### config.mk
export PLATFORM = sky130hd
export DESIGN_NAME = sync_fifo_flex_flat
export DESIGN_NICKNAME = d
export VERILOG_FILES = /design/src/rtl/sync_fifo_flex_if.sv /design/src/rtl/sync_fifo_flex.sv /design/src/flat_wrapper.sv
export SDC_FILE = /design/constraint.sdc
export NUM_CORES = 1
export LEC_CHECK = 0
export BUFFER_PORTS_ARGS = -buffer_cell sky130_fd_sc_hd__buf_2
export CORE_MARGIN = 4
export CORE_UTILIZATION = 40
export CTS_BUF_LIST = sky130_fd_sc_hd__clkbuf_2 sky130_fd_sc_hd__clkbuf_4 sky130_fd_sc_hd__clkbuf_8
export DETAILED_ROUTE_END_ITERATION = 16
export GPL_ROUTABILITY_DRIVEN = 0
export GPL_TIMING_DRIVEN = 0
export PLACE_DENSITY = 0.6
export SLEW_MARGIN = 40
export SYNTH_ARGS = -nofsm -noshare
export SYNTH_HDL_FRONTEND = slang
export SYNTH_SLANG_ARGS = --single-unit
### constraint.sdc
create_clock -name clk -period 3.9 [get_ports clk]
set_input_delay 1.17 -clock clk [delete_from_list [all_inputs] [get_ports clk]]
set_output_delay 1.17 -clock clk [all_outputs]
set_load 0.1 [all_outputs]
### src/rtl/sync_fifo_flex_if.sv
// rtl/sync_fifo_flex_if.sv - producer/consumer bundle for sync_fifo_flex
interface sync_fifo_flex_if #(
  parameter int DATA_WIDTH = 8,
  parameter int DEPTH      = 16
);
  localparam int CW = $clog2(DEPTH) + 1;

  logic                  wr_en;
  logic [DATA_WIDTH-1:0] data_in;
  logic                  rd_en;
  logic                  clr_err;
  logic [DATA_WIDTH-1:0] data_out;
  logic                  valid;
  logic                  full;
  logic                  empty;
  logic                  almost_full;
  logic                  almost_empty;
  logic [CW-1:0]         count;
  logic                  overflow;
  logic                  underflow;

  modport master (
    output wr_en, data_in, rd_en, clr_err,
    input  data_out, valid, full, empty, almost_full, almost_empty,
           count, overflow, underflow
  );

  modport slave (
    input  wr_en, data_in, rd_en, clr_err,
    output data_out, valid, full, empty, almost_full, almost_empty,
           count, overflow, underflow
  );
endinterface

### src/rtl/sync_fifo_flex.sv
// rtl/sync_fifo_flex.sv - parametrised single-clock FIFO, registered-read or FWFT
module sync_fifo_flex #(
  parameter int DATA_WIDTH = 8,
  parameter int DEPTH      = 16,
  parameter int AF_LEVEL   = DEPTH - 2,
  parameter int AE_LEVEL   = 2,
  parameter bit FWFT       = 1'b0
) (
  input logic             clk,
  input logic             rst,
  sync_fifo_flex_if.slave bus
);
  localparam int AW = $clog2(DEPTH);
  localparam logic [AW:0] AF_CNT = (AW + 1)'(AF_LEVEL);
  localparam logic [AW:0] AE_CNT = (AW + 1)'(AE_LEVEL);

  logic [DATA_WIDTH-1:0] mem [DEPTH];
  logic [AW:0]           w_ptr;
  logic [AW:0]           r_ptr;
  logic [AW:0]           count_q;
  logic                  overflow_q;
  logic                  underflow_q;
  logic [AW-1:0]         w_idx;
  logic [AW-1:0]         r_idx;
  logic                  full_w;
  logic                  empty_w;
  logic                  wr_ok;
  logic                  rd_ok;

  assign w_idx   = w_ptr[AW-1:0];
  assign r_idx   = r_ptr[AW-1:0];
  // The extra pointer bit separates a wrapped-full FIFO from an empty one.
  assign full_w  = (w_ptr[AW] != r_ptr[AW]) && (w_idx == r_idx);
  assign empty_w = (w_ptr == r_ptr);
  assign wr_ok   = bus.wr_en && !full_w;
  assign rd_ok   = bus.rd_en && !empty_w;

  always_ff @(posedge clk) begin
    if (wr_ok && !rst) begin
      mem[w_idx] <= bus.data_in;
    end
  end

  always_ff @(posedge clk) begin
    if (rst) begin
      w_ptr       <= '0;
      r_ptr       <= '0;
      count_q     <= '0;
      overflow_q  <= 1'b0;
      underflow_q <= 1'b0;
    end else begin
      if (wr_ok) begin
        w_ptr <= w_ptr + 1'b1;
      end
      if (rd_ok) begin
        r_ptr <= r_ptr + 1'b1;
      end
      case ({wr_ok, rd_ok})
        2'b10:   count_q <= count_q + 1'b1;
        2'b01:   count_q <= count_q - 1'b1;
        default: count_q <= count_q;
      endcase
      // A fresh error in the same cycle as clr_err keeps the flag set.
      overflow_q  <= (overflow_q && !bus.clr_err) || (bus.wr_en && full_w);
      underflow_q <= (underflow_q && !bus.clr_err) || (bus.rd_en && empty_w);
    end
  end

  assign bus.full         = full_w;
  assign bus.empty        = empty_w;
  assign bus.count        = count_q;
  assign bus.almost_full  = (count_q >= AF_CNT);
  assign bus.almost_empty = (count_q <= AE_CNT);
  assign bus.overflow     = overflow_q;
  assign bus.underflow    = underflow_q;

  if (FWFT) begin : g_fwft
    // Head word is presented directly; data is forced to zero while empty.
    assign bus.data_out = empty_w ? '0 : mem[r_idx];
    assign bus.valid    = !empty_w;
  end else begin : g_reg
    logic [DATA_WIDTH-1:0] data_q;
    logic                  valid_q;

    always_ff @(posedge clk) begin
      if (rst) begin
        data_q  <= '0;
        valid_q <= 1'b0;
      end else begin
        valid_q <= rd_ok;
        if (rd_ok) begin
          data_q <= mem[r_idx];
        end
      end
    end

    assign bus.data_out = data_q;
    assign bus.valid    = valid_q;
  end
endmodule

### src/flat_wrapper.sv
// flat-port wrapper written by rule: the top's interface ports become plain ports
module sync_fifo_flex_flat 
#(
  parameter int DATA_WIDTH = 8,
  parameter int DEPTH      = 16,
  parameter int AF_LEVEL   = DEPTH - 2,
  parameter int AE_LEVEL   = 2,
  parameter bit FWFT       = 1'b0
)
  (clk, rst, bus_wr_en, bus_data_in, bus_rd_en, bus_clr_err, bus_data_out, bus_valid, bus_full, bus_empty, bus_almost_full, bus_almost_empty, bus_count, bus_overflow, bus_underflow);
  sync_fifo_flex_if #(.DATA_WIDTH(DATA_WIDTH), .DEPTH(DEPTH)) bus_i ();
  input logic clk;
  input logic rst;
  input wire logic [$bits(bus_i.wr_en)-1:0] bus_wr_en;
  input wire logic [$bits(bus_i.data_in)-1:0] bus_data_in;
  input wire logic [$bits(bus_i.rd_en)-1:0] bus_rd_en;
  input wire logic [$bits(bus_i.clr_err)-1:0] bus_clr_err;
  output wire logic [$bits(bus_i.data_out)-1:0] bus_data_out;
  output wire logic [$bits(bus_i.valid)-1:0] bus_valid;
  output wire logic [$bits(bus_i.full)-1:0] bus_full;
  output wire logic [$bits(bus_i.empty)-1:0] bus_empty;
  output wire logic [$bits(bus_i.almost_full)-1:0] bus_almost_full;
  output wire logic [$bits(bus_i.almost_empty)-1:0] bus_almost_empty;
  output wire logic [$bits(bus_i.count)-1:0] bus_count;
  output wire logic [$bits(bus_i.overflow)-1:0] bus_overflow;
  output wire logic [$bits(bus_i.underflow)-1:0] bus_underflow;
  assign bus_i.wr_en = bus_wr_en;
  assign bus_i.data_in = bus_data_in;
  assign bus_i.rd_en = bus_rd_en;
  assign bus_i.clr_err = bus_clr_err;
  assign bus_data_out = bus_i.data_out;
  assign bus_valid = bus_i.valid;
  assign bus_full = bus_i.full;
  assign bus_empty = bus_i.empty;
  assign bus_almost_full = bus_i.almost_full;
  assign bus_almost_empty = bus_i.almost_empty;
  assign bus_count = bus_i.count;
  assign bus_overflow = bus_i.overflow;
  assign bus_underflow = bus_i.underflow;
  sync_fifo_flex #(.DATA_WIDTH(DATA_WIDTH), .DEPTH(DEPTH), .AF_LEVEL(AF_LEVEL), .AE_LEVEL(AE_LEVEL), .FWFT(FWFT)) u_core (.clk(clk), .rst(rst), .bus(bus_i));
endmodule
==> impl_metrics.prom, run 1 <==
# TYPE chip_impl_metric gauge
chip_impl_metric{name="totalNegativeSetupSlack",unit="ps"} 0
chip_impl_metric{name="timing.final.hold_violations",unit=""} 0
chip_impl_info{name="rsz0062_at_grt",value="no"} 1
chip_impl_metric{name="synthDistinctLibCells",unit=""} 41
chip_impl_info{name="layout_commonest_cell",value="edfxtp_1"} 1
chip_impl_metric{name="final.hold.worst_slack",unit="ps"} 498
chip_impl_info{name="postSynth.topFlopCell",value="edfxtp_1"} 1
chip_impl_metric{name="netSwitchingPower",unit="W"} 0.00130
chip_impl_metric{name="post_cts_buffers",unit=""} 0
chip_impl_metric{name="max_slew.worst_pin.slew",unit="ps"} 770
chip_impl_metric{name="area.sequential",unit="um^2"} 4360
chip_impl_metric{name="seq_power_share",unit=""} 0.495
chip_impl_metric{name="timing.critical_path.depth",unit=""} 12
chip_impl_info{name="most-common-layout-cells",value="edfxtp_1, buf_2, dfxtp_1, mux4_2"} 1
chip_impl_metric{name="worstSkewPairLatency",unit="ps"} 460
chip_impl_metric{name="p_int",unit="W"} 0.00251
chip_impl_info{name="hold_path.startpoint",value="u_core.bus.data_out[5]"} 1
chip_impl_metric{name="layout.core_utilization",unit=""} 0.478
chip_impl_metric{name="worst-endpoint-arrival",unit="ps"} 3840
chip_impl_metric{name="combinationalPowerShare",unit=""} 0.233
chip_impl_metric{name="core",unit="um^2"} 15400
chip_impl_metric{name="global_route_wire_length_before_repair",unit="mm"} 20.3
chip_impl_metric{name="ff2ff_path_depth",unit=""} 12
chip_impl_metric{name="drc_violations",unit=""} 0
chip_impl_metric{name="die_width",unit="um"} 134
chip_impl_metric{name="boundaryPins",unit=""} 33
chip_impl_metric{name="switching_share",unit=""} 0.341
chip_impl_info{name="timing.critical_path.cells",value="buf_2 -> xnor2_1 -> nand4_2 -> o21ai_4 -> buf_2 -> ha_1 -> ha_1 -> a21o_1 -> a21oi_1 -> xor2_1 -> or3_1 -> a21oi_1"} 1
chip_impl_metric{name="finClkSkew",unit="ps"} 11.8
chip_impl_metric{name="clk_transition_reported_paths",unit="ps"} 80
chip_impl_info{name="critPathCaptureType",value="flip-flop"} 1
chip_impl_metric{name="cts_buffer_depth",unit=""} 2
chip_impl_metric{name="number_of_enable_flip_flop_cells_after_synthesis",unit=""} 128
chip_impl_info{name="run_status",value="finished clean"} 1
chip_impl_metric{name="ir_worst_vdd",unit="V"} 0.000306
chip_impl_metric{name="hold_buffers",unit=""} 0
chip_impl_metric{name="detailedRoute.firstPassIterationCount",unit=""} 4
chip_impl_metric{name="power_frac_clock",unit=""} 0.273
chip_impl_metric{name="antenna_violating_nets_post_route",unit=""} 0
chip_impl_metric{name="multiInputGateArea",unit="um^2"} 1970
chip_impl_metric{name="critical_path_peak_fanout",unit=""} 10
chip_impl_metric{name="synthToLayoutAreaGrowth",unit="%"} 15.3
chip_impl_metric{name="route.detailed.vias_per_inst",unit=""} 5.16
chip_impl_metric{name="cts_resized",unit=""} 0
chip_impl_metric{name="yosys_warnings",unit=""} 0
chip_impl_info{name="path_type_of_the_worst_setup_path",value="flip-flop to flip-flop"} 1
chip_impl_metric{name="n_antenna_cell",unit=""} 0
chip_impl_metric{name="total_leakage_power",unit="nW"} 2.45
chip_impl_metric{name="cts_htree_levels",unit=""} 4
chip_impl_metric{name="synthesis.instances",unit=""} 381
chip_impl_metric{name="drive_above_1_share",unit=""} 0.346
chip_impl_metric{name="grt_start_max_net_pins",unit=""} 17
chip_impl_metric{name="groute.usage.overall",unit=""} 0.155
chip_impl_metric{name="num_rows",unit=""} 45
chip_impl_metric{name="synthArstFlopShare",unit=""} 0
chip_impl_metric{name="postSynthRegisterBits",unit=""} 154
chip_impl_metric{name="global_route.usage.met1",unit=""} 0.207
chip_impl_metric{name="synth_seq_area_share",unit=""} 0.685
chip_impl_info{name="whs_endpoint",value="u_core.bus.data_out[5]"} 1
chip_impl_metric{name="worstHoldPathCells",unit=""} 2
chip_impl_info{name="crit_path_start_kind",value="flip-flop"} 1
chip_impl_metric{name="dr_total_vias",unit=""} 3476
chip_impl_metric{name="syn_area",unit="um^2"} 6370
chip_impl_info{name="globalRoute.busiestLayer",value="met2"} 1
chip_impl_metric{name="worstPathRequired",unit="ps"} 4290
chip_impl_info{name="cts_tree",value="yes"} 1
chip_impl_metric{name="groute.layer.met3.usage",unit=""} 0.0521
chip_impl_info{name="critical-path-top-delay-family",value="compound AO/OA/AOI/OAI gates"} 1
chip_impl_metric{name="cts_buffers",unit=""} 17
chip_impl_metric{name="timing.critical_path.buf_inv",unit=""} 2
chip_impl_metric{name="max_cap_viol_count",unit=""} 0
chip_impl_metric{name="power",unit="W"} 0.00381
chip_impl_metric{name="initial_utilization",unit=""} 0.414
chip_impl_metric{name="synth.avg_cell_area",unit="um^2"} 16.7
chip_impl_metric{name="fp.dieArea",unit="um^2"} 18000
chip_impl_metric{name="drtIter0Drc",unit=""} 274
chip_impl_metric{name="final_period_minus_worst_setup_slack",unit="ps"} 3450
chip_impl_metric{name="post-route-period-util",unit=""} 0.885
chip_impl_metric{name="grt_remaining_overflow",unit=""} 0
chip_impl_metric{name="rel_slew_slack",unit=""} 0.484
chip_impl_metric{name="synth.net_count",unit=""} 404
chip_impl_metric{name="reg2reg_setup_slack",unit="ps"} 450
chip_impl_metric{name="timing.final.max_slew_violations",unit=""} 0
chip_impl_info{name="worst_hold_path_type",value="flip-flop to flip-flop"} 1
chip_impl_info{name="worst_r2r_endpoint",value="u_core.bus.count[4]"} 1
chip_impl_metric{name="routed_wl",unit="mm"} 13.1
chip_impl_metric{name="cellPowerDensity",unit="nW/um^2"} 519
chip_impl_metric{name="grt_pass1_vias",unit=""} 3564
chip_impl_metric{name="numClockSinks",unit=""} 154
chip_impl_metric{name="fp.dieH",unit="um"} 134
chip_impl_metric{name="crit_path_max_incr_delay",unit="ps"} 480
chip_impl_info{name="critPathSlowestCell",value="o21ai_4"} 1
chip_impl_metric{name="filler_cell_count",unit=""} 1312
chip_impl_info{name="cts_root_buffer",value="clkbuf_8"} 1
chip_impl_metric{name="port-buffer-count",unit=""} 32
chip_impl_info{name="worst_r2r_startpoint",value="u_core.w_ptr[2]"} 1
chip_impl_metric{name="global_route.usage.met2",unit=""} 0.235
chip_impl_metric{name="fmax",unit="MHz"} 290
chip_impl_metric{name="antenna_found_initial",unit=""} 0
chip_impl_metric{name="route.detailed.wl_per_inst",unit="um"} 19.5
chip_impl_metric{name="setup_viol",unit=""} 0
chip_impl_metric{name="dp.final_hpwl",unit="mm"} 9.08
chip_impl_metric{name="final_nets",unit=""} 473
## layout make-up
type,instances,share of cell area
clock inverters,13,0.0131
plain buffers,24,0.0186
repair buffers,50,0.0341
well taps,211,0.0360
clock buffers,18,0.0329
inverters,4,0.00205
flip-flops and latches,154,0.595
multi-input cells,199,0.269
## cells in the mapped netlist (9+ instances only)
| library cell | n | area share |
|---|---|---|
| ha_1 | 9 | 0.018 |
| dfxtp_1 | 26 | 0.082 |
| nor2_1 | 19 | 0.011 |
| xnor2_1 | 9 | 0.012 |
| nor2b_1 | 19 | 0.019 |
| mux4_2 | 22 | 0.078 |
| buf_2 | 9 | 0.0071 |
| nor3_1 | 20 | 0.016 |
| mux2_2 | 16 | 0.028 |
| edfxtp_1 | 128 | 0.60 |
## stage by stage
step                      worst slack [ps]  instances  area, um^2
after floorplan                        584        381        6390
after global placement                72.4        624        6810
after detailed placement               273        642        7000
after CTS                              276        673        7330
after global routing                   144        673        7340
final                                  450        673        7340
## metal layers
layer	vias to the layer above	wire length [um]
met5	-	0
met4	0	265
met3	17	729
met2	92	6170
met1	1734	5930
li1	1633	-
## power by group through the flow
stage / clock network (W) / logic [W] / registers [W]
floorplan: 0 / 0.000437 / 0.00218
global placement: 0 / 0.000871 / 0.00192
detailed placement: 0 / 0.000883 / 0.00192
CTS: 0.00107 / 0.000888 / 0.00188
global route: 0.00115 / 0.000939 / 0.00189
finish: 0.00104 / 0.000886 / 0.00188
## registers in the layout, indices dropped and copies added, names as in the netlist
signal,cells
u_core.mem,128
u_core.bus.data_out,8
u_core.bus.count,5
u_core.r_ptr,5
u_core.w_ptr,5
u_core.bus.overflow,1
u_core.bus.underflow,1
u_core.bus.valid,1
## tightest hold or removal path: stages, from the launching register on
cell,delay [ps]
dfxtp_1,320
nor2b_1,100
nor3_1,40
## how the worst max path moves through the flow
| stage | startpoint | slack [ps] | endpoint |
|---|---|---|---|
| final | u_core.w_ptr[2] | 450 | u_core.bus.count[4] |
| after global routing | u_core.w_ptr[2] | 140 | u_core.bus.count[4] |
| after CTS | u_core.w_ptr[2] | 280 | u_core.bus.count[4] |
| after detailed placement | bus_wr_en | 270 | u_core.bus.count[4] |
| after global placement | rst | 70 | u_core.mem[6][5] |
| after floorplan | u_core.w_ptr[2] | 580 | bus_empty |
## cells by family (layout without fill, tap and decap cells)
kind of cell             count (synthesis)  after routing  share of synthesized area
multiplexers                            44             44                      0.121
XOR/XNOR                                17             17                     0.0234
flip-flops                             154            154                      0.685
AND/OR/NAND/NOR                         85             85                     0.0739
AO/OA/AOI/OAI                           43             43                     0.0521
buffers and inverters                   28            109                     0.0238
adder cells (fa/ha/maj)                 10             10                     0.0208
Note: power is estimated with default switching activity, not from simulation.
==> inputs of run 2 (changes only) <==
CTS_BUF_LIST = sky130_fd_sc_hd__clkbuf_2   (was sky130_fd_sc_hd__clkbuf_2 sky130_fd_sc_hd__clkbuf_4 sky130_fd_sc_hd__clkbuf_8)
==> impl_metrics.prom, run 2 (synthesis results as in run 1) <==
# TYPE chip_impl_metric gauge
chip_impl_metric{name="layout.core_utilization",unit=""} 0.468
chip_impl_metric{name="worstSkewPairLatency",unit="ps"} 750
chip_impl_metric{name="drive_above_1_share",unit=""} 0.346
chip_impl_metric{name="cts_htree_levels",unit=""} 4
chip_impl_metric{name="max_cap_viol_count",unit=""} 0
chip_impl_metric{name="boundaryPins",unit=""} 33
chip_impl_metric{name="port-buffer-count",unit=""} 32
chip_impl_info{name="regMostFlops",value="u_core.mem"} 1
chip_impl_info{name="hold_path.startpoint",value="u_core.bus.data_out[5]"} 1
chip_impl_metric{name="max_slew.worst_pin.slew",unit="ps"} 771
chip_impl_metric{name="final_period_minus_worst_setup_slack",unit="ps"} 3550
chip_impl_metric{name="core",unit="um^2"} 15400
chip_impl_metric{name="cellPowerDensity",unit="nW/um^2"} 488
chip_impl_metric{name="num_rows",unit=""} 45
chip_impl_info{name="worst_r2r_startpoint",value="u_core.w_ptr[2]"} 1
chip_impl_metric{name="final_cells",unit=""} 673
chip_impl_metric{name="routed_wl",unit="mm"} 13.1
chip_impl_metric{name="post_cts_buffers",unit=""} 0
chip_impl_metric{name="worst-endpoint-arrival",unit="ps"} 2380
chip_impl_metric{name="fp.dieArea",unit="um^2"} 18000
chip_impl_metric{name="finClkSkew",unit="ps"} 33.5
chip_impl_metric{name="dr_total_vias",unit=""} 3485
chip_impl_metric{name="dp.final_hpwl",unit="mm"} 9.08
chip_impl_metric{name="timing.final.max_slew_violations",unit=""} 0
chip_impl_info{name="crit_path_start_kind",value="flip-flop"} 1
chip_impl_metric{name="groute.usage.overall",unit=""} 0.153
chip_impl_metric{name="totalNegativeSetupSlack",unit="ps"} 0
chip_impl_metric{name="synthToLayoutAreaGrowth",unit="%"} 12.9
chip_impl_info{name="layout_commonest_cell",value="edfxtp_1"} 1
chip_impl_metric{name="post-route-period-util",unit=""} 0.911
chip_impl_info{name="worst_setup_path_startpoint",value="u_core.w_ptr[2]"} 1
chip_impl_info{name="most-common-layout-cells",value="edfxtp_1, buf_2, dfxtp_1, mux4_2"} 1
chip_impl_metric{name="global_route_wire_length_before_repair",unit="mm"} 20.2
chip_impl_metric{name="worstPathRequired",unit="ps"} 2730
chip_impl_metric{name="cts_buffer_depth",unit=""} 2
chip_impl_info{name="run_status",value="finished clean"} 1
chip_impl_metric{name="fmax",unit="MHz"} 281
chip_impl_metric{name="cts_buffers",unit=""} 17
chip_impl_metric{name="drtIter0Drc",unit=""} 272
chip_impl_metric{name="route.detailed.vias_per_inst",unit=""} 5.18
chip_impl_metric{name="multiInputGateArea",unit="um^2"} 1970
chip_impl_info{name="path_type_of_the_worst_setup_path",value="flip-flop to primary output"} 1
chip_impl_info{name="rsz0062_at_grt",value="no"} 1
chip_impl_metric{name="n_antenna_cell",unit=""} 0
chip_impl_metric{name="route.detailed.wl_per_inst",unit="um"} 19.5
chip_impl_metric{name="grt_pass1_vias",unit=""} 3561
chip_impl_metric{name="clk_transition_reported_paths",unit="ps"} 210
chip_impl_metric{name="total_leakage_power",unit="nW"} 2.40
chip_impl_metric{name="critical_path_peak_fanout",unit=""} 9
chip_impl_metric{name="antenna_found_initial",unit=""} 0
chip_impl_info{name="cts_root_buffer",value="clkbuf_2"} 1
chip_impl_metric{name="grt_start_max_net_pins",unit=""} 17
chip_impl_metric{name="die_width",unit="um"} 134
chip_impl_metric{name="grt_remaining_overflow",unit=""} 0
chip_impl_metric{name="drc_violations",unit=""} 0
chip_impl_metric{name="largest_register_ffs",unit=""} 128
chip_impl_metric{name="fp.dieH",unit="um"} 134
chip_impl_metric{name="setup_viol",unit=""} 0
chip_impl_metric{name="ir_worst_vdd",unit="V"} 0.000297
chip_impl_metric{name="timing.final.hold_violations",unit=""} 0
chip_impl_metric{name="antenna_violating_nets_post_route",unit=""} 0
chip_impl_info{name="cts_tree",value="yes"} 1
chip_impl_metric{name="dp_cells",unit=""} 642
chip_impl_metric{name="final_nets",unit=""} 473
chip_impl_metric{name="filler_cell_count",unit=""} 1332
chip_impl_metric{name="initial_utilization",unit=""} 0.414
chip_impl_metric{name="detailedRoute.firstPassIterationCount",unit=""} 4
chip_impl_info{name="worst_hold_path_type",value="flip-flop to flip-flop"} 1
chip_impl_metric{name="numClockSinks",unit=""} 154
chip_impl_metric{name="rel_slew_slack",unit=""} 0.483
chip_impl_info{name="critPathCaptureType",value="primary output"} 1
chip_impl_metric{name="power",unit="W"} 0.00351
chip_impl_metric{name="area.sequential",unit="um^2"} 4360
## run 2: per-stage QoR
step	cell area (um^2)	setup WS, ps	hold slack (ps)
6_report	7190	347	510
5_1_grt	7190	107	572
3_3_place_gp	6810	72.4	490
3_5_place_dp	7000	273	491
2_1_floorplan	6390	584	538
4_1_cts	7180	243	514
## run 2: metal layers
layer	vias up	global-route usage	wire (um)
li1	1631	-	-
met1	1753	0.207	5980
met2	85	0.235	6140
met3	16	0.0473	637
met4	0	0.0583	335
met5	-	0	0
## run 2: timing repair
item                                    in CTS  in global routing
resized for setup                            0                  1
hold buffers                                 0                  0
endpoints found under the setup margin       0                  1
## run 2: worst paths after layout
check / end / depth (start not counted) / slack [ps]
setup / recovery: bus_empty / 5 / 350
hold / removal: u_core.bus.data_out[5] / 2 / 510
setup reg to reg: u_core.bus.count[4] / 12 / 400
hold reg to reg: u_core.bus.data_out[5] / 2 / 510
## run 2: report_power, final
| part | switching [W] | internal (W) |
|---|---|---|
| Combinational | 0.000651 | 0.000234 |
| Sequential | 0.0000520 | 0.00183 |
| Clock | 0.000569 | 0.000168 |
| Total | 0.00127 | 0.00223 |
## run 2: worst max-delay path, cell delays in order (launching register included)
cell	delay, ps
dfxtp_1	360
buf_2	220
xnor2_1	160
nand4_2	270
nor2_1	190
buf_2	450
## run 2: area by class of cell
type | count | share of cell area
flip-flops and latches | 154 | 0.607
clock buffers | 18 | 0.0125
inverters | 4 | 0.00209
plain buffers | 24 | 0.0190
clock inverters | 13 | 0.0134
repair buffers | 50 | 0.0348
well taps | 211 | 0.0367
multi-input cells | 199 | 0.274
